## config.mk

```make
export PLATFORM = sky130hd
export DESIGN_NAME = mdu_seq_flat
export DESIGN_NICKNAME = d
export VERILOG_FILES = /design/src/rtl/mdu_pkg.sv /design/src/rtl/mdu_seq_if.sv /design/src/rtl/mdu_seq_mult.sv /design/src/rtl/mdu_seq.sv /design/src/flat_wrapper.sv
export SDC_FILE = /design/constraint.sdc
export NUM_CORES = 2
export LEC_CHECK = 0
export BUFFER_PORTS_ARGS = -buffer_cell sky130_fd_sc_hd__buf_2
export CELL_PAD_IN_SITES_DETAIL_PLACEMENT = 0
export CELL_PAD_IN_SITES_GLOBAL_PLACEMENT = 2
export CORE_ASPECT_RATIO = 1.5
export CORE_MARGIN = 2
export CORE_UTILIZATION = 42
export CTS_BUF_LIST = sky130_fd_sc_hd__clkbuf_8 sky130_fd_sc_hd__clkbuf_16
export CTS_CLUSTER_DIAMETER = 30
export CTS_CLUSTER_SIZE = 8
export DETAILED_ROUTE_END_ITERATION = 6
export PLACE_DENSITY = 0.93
export SLEW_MARGIN = 20
export SYNTH_ARGS = -nofsm -noshare
export SYNTH_HDL_FRONTEND = slang
export SYNTH_SLANG_ARGS = --single-unit
```

## constraint.sdc

```tcl
create_clock -name clk -period 10.55 [get_ports clk]
set_input_delay 0 -clock clk [delete_from_list [all_inputs] [get_ports clk]]
set_output_delay 0 -clock clk [all_outputs]
set_load 0.02 [all_outputs]
```

## src/rtl/mdu_pkg.sv

```systemverilog
// Shared definitions for the multiply/divide-unit sequencer: command
// encodings, FSM state type and the default multiplier latency.
package mdu_pkg;

  localparam logic [1:0] MDU_MULTU = 2'b00;
  localparam logic [1:0] MDU_MULT  = 2'b01;
  localparam logic [1:0] MDU_MTHI  = 2'b10;
  localparam logic [1:0] MDU_MTLO  = 2'b11;

  localparam int MDU_MUL_LATENCY = 4;

  typedef enum logic {
    IDLE = 1'b0,
    RUN  = 1'b1
  } mdu_state_t;

endpackage

```

## src/rtl/mdu_seq_if.sv

```systemverilog
// Execute-stage <-> multiply sequencer bus: command in, status and HI/LO out.
interface mdu_seq_if;
  import mdu_pkg::*;

  logic        start;
  logic [1:0]  op;
  logic [31:0] a;
  logic [31:0] b;
  logic        cancel;
  logic        busy;
  logic        done;
  logic [31:0] hi;
  logic [31:0] lo;

  modport master (
    output start, op, a, b, cancel,
    input  busy, done, hi, lo
  );

  modport slave (
    input  start, op, a, b, cancel,
    output busy, done, hi, lo
  );

endinterface

```

## src/rtl/mdu_seq_mult.sv

```systemverilog
// Combinational 32x32 -> 64 multiplier, signed or unsigned by sign_flag.
// Its inputs come only from the sequencer's operand registers, so the whole
// block sits on a multicycle path.
module mdu_seq_mult (
  input  logic        sign_flag,
  input  logic [31:0] a,
  input  logic [31:0] b,
  output logic [31:0] hi,
  output logic [31:0] lo
);

  logic        sa;
  logic        sb;
  logic [63:0] prod;

  assign sa = sign_flag & a[31];
  assign sb = sign_flag & b[31];

  // Extending both operands to 64 bits and keeping the low 64 bits of the
  // product gives the exact result for both signed and unsigned cases.
  assign prod = $signed({{32{sa}}, a}) * $signed({{32{sb}}, b});

  assign hi = prod[63:32];
  assign lo = prod[31:0];

endmodule

```

## src/rtl/mdu_seq.sv

```systemverilog
// Multiply sequencer and architectural HI/LO holder. Latches operands on a
// MULT/MULTU command, holds them for MUL_LATENCY cycles while the multiplier
// settles, then commits the product. MTHI/MTLO write HI/LO directly.
module mdu_seq
  import mdu_pkg::*;
#(
  parameter int MUL_LATENCY = MDU_MUL_LATENCY,
  parameter int CNT_W       = 4
) (
  input  logic        clk,
  input  logic        rst,
  mdu_seq_if.slave    bus
);

  generate
    if (MUL_LATENCY < 1 || MUL_LATENCY >= (1 << CNT_W)) begin : g_bad_latency
      $error("mdu_seq: MUL_LATENCY out of range for CNT_W");
    end
  endgenerate

  localparam logic [CNT_W-1:0] CNT_INIT = CNT_W'(MUL_LATENCY - 1);

  mdu_state_t       state_q;
  mdu_state_t       state_d;
  logic [CNT_W-1:0] cnt_q;
  logic [31:0]      opa_q;
  logic [31:0]      opb_q;
  logic             sgn_q;
  logic [31:0]      hi_q;
  logic [31:0]      lo_q;
  logic             done_q;
  logic             accept;
  logic             commit;
  logic             wr_hi;
  logic             wr_lo;
  logic [31:0]      mul_hi;
  logic [31:0]      mul_lo;

  mdu_seq_mult u_mult (
    .sign_flag (sgn_q),
    .a         (opa_q),
    .b         (opb_q),
    .hi        (mul_hi),
    .lo        (mul_lo)
  );

  // State register.
  always_ff @(posedge clk or posedge rst) begin
    if (rst) state_q <= IDLE;
    else     state_q <= state_d;
  end

  // Next state and command decode; cancel beats both accept and commit.
  always_comb begin
    state_d = state_q;
    accept  = 1'b0;
    commit  = 1'b0;
    wr_hi   = 1'b0;
    wr_lo   = 1'b0;
    case (state_q)
      IDLE: begin
        if (bus.start && !bus.cancel) begin
          case (bus.op)
            MDU_MTHI: wr_hi = 1'b1;
            MDU_MTLO: wr_lo = 1'b1;
            default: begin
              accept  = 1'b1;
              state_d = RUN;
            end
          endcase
        end
      end
      RUN: begin
        if (bus.cancel) begin
          state_d = IDLE;
        end else if (cnt_q == '0) begin
          commit  = 1'b1;
          state_d = IDLE;
        end
      end
      default: state_d = IDLE;
    endcase
  end

  // Operand capture and latency countdown; operands stay frozen while in RUN.
  always_ff @(posedge clk or posedge rst) begin
    if (rst) begin
      opa_q <= '0;
      opb_q <= '0;
      sgn_q <= 1'b0;
      cnt_q <= '0;
    end else if (accept) begin
      opa_q <= bus.a;
      opb_q <= bus.b;
      sgn_q <= bus.op[0];
      cnt_q <= CNT_INIT;
    end else if (state_q == RUN && cnt_q != '0) begin
      cnt_q <= cnt_q - 1'b1;
    end
  end

  // Architectural HI/LO and the registered one-cycle done pulse.
  always_ff @(posedge clk or posedge rst) begin
    if (rst) begin
      hi_q   <= '0;
      lo_q   <= '0;
      done_q <= 1'b0;
    end else begin
      done_q <= commit;
      if (commit) begin
        hi_q <= mul_hi;
        lo_q <= mul_lo;
      end else begin
        if (wr_hi) hi_q <= bus.a;
        if (wr_lo) lo_q <= bus.a;
      end
    end
  end

  assign bus.busy = (state_q == RUN);
  assign bus.done = done_q;
  assign bus.hi   = hi_q;
  assign bus.lo   = lo_q;

endmodule

```

## src/flat_wrapper.sv

```systemverilog
// flat-port wrapper written by rule: the top's interface ports become plain ports
module mdu_seq_flat import mdu_pkg::*;
#(
  parameter int MUL_LATENCY = MDU_MUL_LATENCY,
  parameter int CNT_W       = 4
)
  (clk, rst, bus_start, bus_op, bus_a, bus_b, bus_cancel, bus_busy, bus_done, bus_hi, bus_lo);
  mdu_seq_if bus_i ();
  input  logic clk;
  input  logic rst;
  input wire logic [$bits(bus_i.start)-1:0] bus_start;
  input wire logic [$bits(bus_i.op)-1:0] bus_op;
  input wire logic [$bits(bus_i.a)-1:0] bus_a;
  input wire logic [$bits(bus_i.b)-1:0] bus_b;
  input wire logic [$bits(bus_i.cancel)-1:0] bus_cancel;
  output wire logic [$bits(bus_i.busy)-1:0] bus_busy;
  output wire logic [$bits(bus_i.done)-1:0] bus_done;
  output wire logic [$bits(bus_i.hi)-1:0] bus_hi;
  output wire logic [$bits(bus_i.lo)-1:0] bus_lo;
  assign bus_i.start = bus_start;
  assign bus_i.op = bus_op;
  assign bus_i.a = bus_a;
  assign bus_i.b = bus_b;
  assign bus_i.cancel = bus_cancel;
  assign bus_busy = bus_i.busy;
  assign bus_done = bus_i.done;
  assign bus_hi = bus_i.hi;
  assign bus_lo = bus_i.lo;
  mdu_seq #(.MUL_LATENCY(MUL_LATENCY), .CNT_W(CNT_W)) u_core (.clk(clk), .rst(rst), .bus(bus_i));
endmodule
```

### Yosys cells after proc, flatten, opt, wreduce, memory -nomap -nowiden

Index checks and enable logic that the tools add are counted.

| operators by class | value |
|---|---|
| equality and inequality tests | 2 |
| $add $sub $neg | 1 |
| order comparisons | 0 |
| reduce and logical (&&, ||, !) cells | 9 |
| multiplexer cells | 21 |
| divide/modulo/power cells | 0 |
| shifts and indexed selects | 0 |
| multiply operators | 1 |
| bitwise gates (word level) | 3 |

Operators by type and width:

| operator | number |
|---|---|
| $mux 32 | 4 |
| $mul 33x33->64 | 1 |
| $mux 1 | 14 |
| $mux 4 | 2 |
| $reduce_bool 2->1 | 3 |
| $eq 2x2->1 const B | 2 |
| $logic_not 4->1 | 1 |
| $reduce_bool 4->1 | 1 |
| $sub 4x1->4 const B | 1 |
| $and 1x1->1 | 2 |
| $logic_and 1x1->1 | 2 |
| $pmux 1 s2 | 1 |
| $reduce_or 2->1 | 1 |
| $logic_not 1->1 | 1 |
| $not 1->1 | 1 |

| storage, ports and cells | value |
|---|---|
| memories kept | 0 |
| input port bits | 70 |
| flip-flop bits (word level) | 135 |
| word-level logic and storage cells | 45 |
| RAM bits | 0 |
| memory bits (read-only) | 0 |
| bits in latches | 0 |

### Depth between registers and ports, before layout

| logic depth | value |
|---|---|
| depth after elaboration | 6 |
| mapped depth | 31 |
| gate-level depth less buffers | 28 |

### Modules after synthesis

From an unflattened synthesis, not the netlist that was laid out.

| second synthesis, totals | value |
|---|---|
| cells, all modules | 4803 |
| area, all modules | 43635.6 um^2 |

By module, submodules not included:

| module | area each (um^2) | cells each | times used |
|---|---|---|---|
| mdu_seq_mult | 37668.6 | 4122 | 1 |
| mdu_seq | 5967.0 | 681 | 1 |

### Least setup slack after synthesis

Ideal clock, no wire load.

| timing | value |
|---|---|
| path type | reg-to-reg |
| start | reg u_core.opa_q[31] |
| end | reg u_core.hi_q[30], in the netlist u_core.bus.hi[30] |
| data required time | 10.456 ns |
| clock period less this slack | 8.032 ns |
| data arrival time | 7.938 ns |
| cell stages (with the launch flop) | 30 |
| buffers on the path | 2 |
| setup slack | 2.518 ns |
| cell sequence | dfrtp_1 clkbuf_1 and2_1 clkbuf_1 nand2_1 inv_1 fa_1 inv_1 fa_1 inv_1 fa_1 fa_1 inv_1 fa_1 inv_1 fa_1 inv_1 fa_1 fa_1 inv_1 ha_1 a21o_1 a21o_1 a21o_1 nand4_1 o21ai_0 nor4_1 nor3_1 or2_2 a211oi_1 |

| on the way | value |
|---|---|
| longest elaborated chain between the ends | 3 |

Ends and longest elaborated chain:

| element | line | RTL |
|---|---|---|
| start, declared | mdu_seq.sv:26 | `logic [31:0] opa_q;` |
| start signal, assigned | mdu_seq.sv:93 | `opa_q <= bus.a;` |
| $and 1x1->1 | mdu_seq_mult.sv:16 | `assign sa = sign_flag & a[31];` |
| $mul 33x33->64 * | mdu_seq_mult.sv:21 | `assign prod = $signed({{32{sa}}, a}) * $signed({{32{sb}}, b});` |
| $mux 32 * | mdu_seq.sv:110 | `if (commit) begin` |
| end signal, assigned | mdu_seq.sv:111 | `hi_q <= mul_hi;` |
| end signal, assigned | mdu_seq.sv:114 | `if (wr_hi) hi_q <= bus.a;` |
| end, declared | mdu_seq.sv:29 | `logic [31:0] hi_q;` |

Every way passes the cells marked *; elsewhere a longest branch is shown, timed or not.
A chain may end at the register's enable or synchronous reset.

### Worst setup path in the final report

| timing | value |
|---|---|
| start | reg u_core.sgn_q |
| end | reg u_core.hi_q[31], in the netlist u_core.bus.hi[31] |

| on the way | value |
|---|---|
| longest elaborated chain between the ends | 3 |
| elaborated cells between the ends (all ways) | 4 |
| those cells by class | mul: 1; mux: 1; bitwise: 2 |

Ends and longest elaborated chain:

| element | line | RTL |
|---|---|---|
| start, declared | mdu_seq.sv:28 | `logic sgn_q;` |
| start signal, assigned | mdu_seq.sv:95 | `sgn_q <= bus.op[0];` |
| $and 1x1->1, on equally long branches | mdu_seq_mult.sv:16, mdu_seq_mult.sv:17 |  |
| $mul 33x33->64 * | mdu_seq_mult.sv:21 |  |
| $mux 32 * | mdu_seq.sv:110 |  |

Marks and branches as above.

==> results_dict.tcl <==
set metrics [dict create \
    outcome "finished, final reports clean" \
    whs_ns 0.157 \
    num_rows 144 \
    synth.area.top_cells "fa_1 52%, inv_1 9.7%, nand2_1 8.5%, dfrtp_1 7.7%, ha_1 6.1%" \
    rr_endpoint "u_core.bus.hi[31]$_DFFE_PP0P_" \
    cts_max_level 4 \
    max_cap_viol_count 0 \
    fmax_mhz 108 \
    placed_area_um2 45700 \
    track_usage_pct 27.9 \
    syn2layout_area_growth_pct 7.63 \
    clk_latency_ns 0.53 \
    startpoint "u_core.sgn_q$_DFFE_PP0P_" \
    drcViolationCount 0 \
    grt_pass1_wl_mm 218 \
    drive_gt1_share_pct 5.97 \
    cts_root_buffer "clkbuf_16" \
    synth_nets 6204 \
    syn-cell-area_um2 43600 \
    synth.ff_latch_count 135 \
    ant_nets 0 \
    gp_congestion 0.928 \
    grt_max_degree 90 \
    syn_area_per_cell_um2 9.10 \
    final_area_um2 47000 \
    cts.reportedPaths.clkPinSlew_ns 0.09 \
    clock_sinks 135 \
    setup_viol 0 \
    fillers 10100 \
    synth_top_cell_area_share_pct 51.6 \
    initial_core_util_pct 42.4 \
    tns_ns 0 \
    worstPathMaxFanout 13 \
    mostFrequentLayoutCells "1,127 x inv_1, 1,124 x fa_1, 984 x nand2_1" \
    wl_mm 141 \
    yosys.cell_types.count 64 \
    rr_worst_depth 26 \
    synth_edf_count 0 \
    drt_pass1_iterations 7 \
    io_pins 136 \
    hpwl_mm 116 \
    numCtsBuffers 17 \
    core_area_um2 103000 \
    slowest_delay_ns 0.88 \
    dr.first_iter.drc_count 1706 \
    ys.flop_type "dfrtp_1" \
    fp.dieH_um 399 \
    cp_data_arrival_time_ns 9.62 \
    r2r_setup_slack_ns 1.33 \
    ys_seq_area_share_pct 7.74 \
    start_kind "flop" \
    grt_pass1_vias 36800 \
    dr_total_vias 32600 \
    slew_violations 0 \
    worstSetupEndpointType "flop" \
    maxSlewHeadroom_pct 21.6 \
    viasPerCell 5.23 \
    crit_path_top_delay_cell "fa_1" \
    synthCells 4796 \
    numPortBuffers 135 \
    yosysWarnings 0 \
    cts_tree "done" \
    dieArea_um2 107000 \
    critical_path_class "flop to flop" \
    cp.required_ns 10.95 \
    async_reset_ff_share_pct 100 \
    finalCritPeriodShare_pct 87.4 \
    hp-class "primary input to async pin" \
    worst_pin_slew_ns 1.18 \
    hold_viol 0 \
    antenna_found_initial 2 \
    fin_skew_ns 0.0413 \
    wire_per_inst_um 22.6 \
    ctsResizeCount 0 \
    rsz0062_at_grt "no" \
    final_common_cell "inv_1" \
    die_w_um 267 \
    synth_top_area_cell "fa_1" \
    period_needed_ns 9.22 \
    final_nets 6237 \
    clockBufferDepth 2 \
    grt_overflow 0 \
    r2r_start "u_core.sgn_q$_DFFE_PP0P_" \
]
-- timing repair --
action | CTS | global route
hold buffers | 68 | 0
endpoints found under the hold margin | 205 | 0
setup buffers | 0 | 0
-- worst max-delay path by stage --
stage | endpoint | slack [ns]
2_1_floorplan | u_core.bus.hi[30]$_DFFE_PP0P_ | 2.52
3_3_place_gp | u_core.bus.hi[30]$_DFFE_PP0P_ | 1.59
3_5_place_dp | u_core.bus.hi[30]$_DFFE_PP0P_ | 1.46
4_1_cts | u_core.bus.hi[30]$_DFFE_PP0P_ | 1.43
5_1_grt | u_core.bus.hi[30]$_DFFE_PP0P_ | 0.82
6_report | u_core.bus.hi[31]$_DFFE_PP0P_ | 1.33
-- logic make-up after synthesis --
family,count (synthesis),synth area share (%)
adder cells (fa/ha/maj),1338,57.7
XOR/XNOR,75,1.51
AO/OA/AOI/OAI,292,4.23
multiplexers,56,1.29
AND/OR/NAND/NOR,1498,15.5
buffers and inverters,1402,12.1
flip-flops,135,7.74
-- Yosys cell counts, types with 4 or more instances --
library cell,number
inv_1,1128
fa_1,1125
nand2_1,984
and2_1,344
clkbuf_1,265
ha_1,213
dfrtp_1,135
o21ai_0,92
a21oi_1,83
nor2_1,57
mux2i_1,53
xnor2_1,48
a21o_1,40
xor2_1,27
and3_1,23
a211oi_1,19
nand3_1,18
nand4_1,15
or2_2,14
nor2b_1,13
o21bai_1,11
nor3_1,9
o211ai_1,9
nor4_1,8
buf_1,7
o21a_1,4
-- per-stage QoR --
| step | worst slack, ns | util (%) | std cells |
|---|---|---|---|
| after floorplan | 2.52 | - | 4796 |
| after global placement | 1.59 | 44.4 | 6129 |
| after detailed placement | 1.46 | 44.4 | 6129 |
| after CTS | 1.43 | 45.7 | 6229 |
| after global routing | 0.822 | 45.7 | 6230 |
| final | 1.33 | 45.7 | 6230 |
-- critical path, delay by kind of cell (launching register included) --
family	cells	cell delay [ns]
compound gates	4	1.02
fa+ha+maj	9	4.79
buf+inv	8	1.26
flops	1	0.35
mux	1	0.37
simple gates	4	1.32
-- per-layer routing --
layer  wire (um)  global-route usage (%)  vias up  share of wire, %
met2       74400                    50.5      997                53
li1            -                       -    13800                 -
met3        5820                    3.16      439               4.1
met4       13800                    22.5        0               9.8
met1       46600                    29.1    17300                33
met5           0                       0        -                 0
-- layout make-up --
cell class                      count  area (um2)  share of cell area [%]
Clock inverter                     14         140                   0.298
Inverter                         1128        4240                    9.03
Sequential cell                   135        3380                    7.20
Antenna cell                        1        2.50                 0.00533
Timing Repair Buffer              288        2020                    4.30
Multi-Input combinational cell   3259       35000                    74.5
Tap cell                         1387        1740                    3.69
Clock buffer                       18         439                   0.935
-- flip-flops by register name, indices dropped and copies added (netlist names) --
| name | count |
|---|---|
| u_core.bus.busy | 1 |
| u_core.cnt_q | 4 |
| u_core.bus.hi | 32 |
| u_core.sgn_q | 1 |
| u_core.opa_q | 32 |
| u_core.bus.lo | 32 |
| u_core.opb_q | 32 |
| u_core.bus.done | 1 |
Power is left out: the tool's default activity adds up to more than one toggle a clock period on the data nets, which glitch-free logic cannot reach.
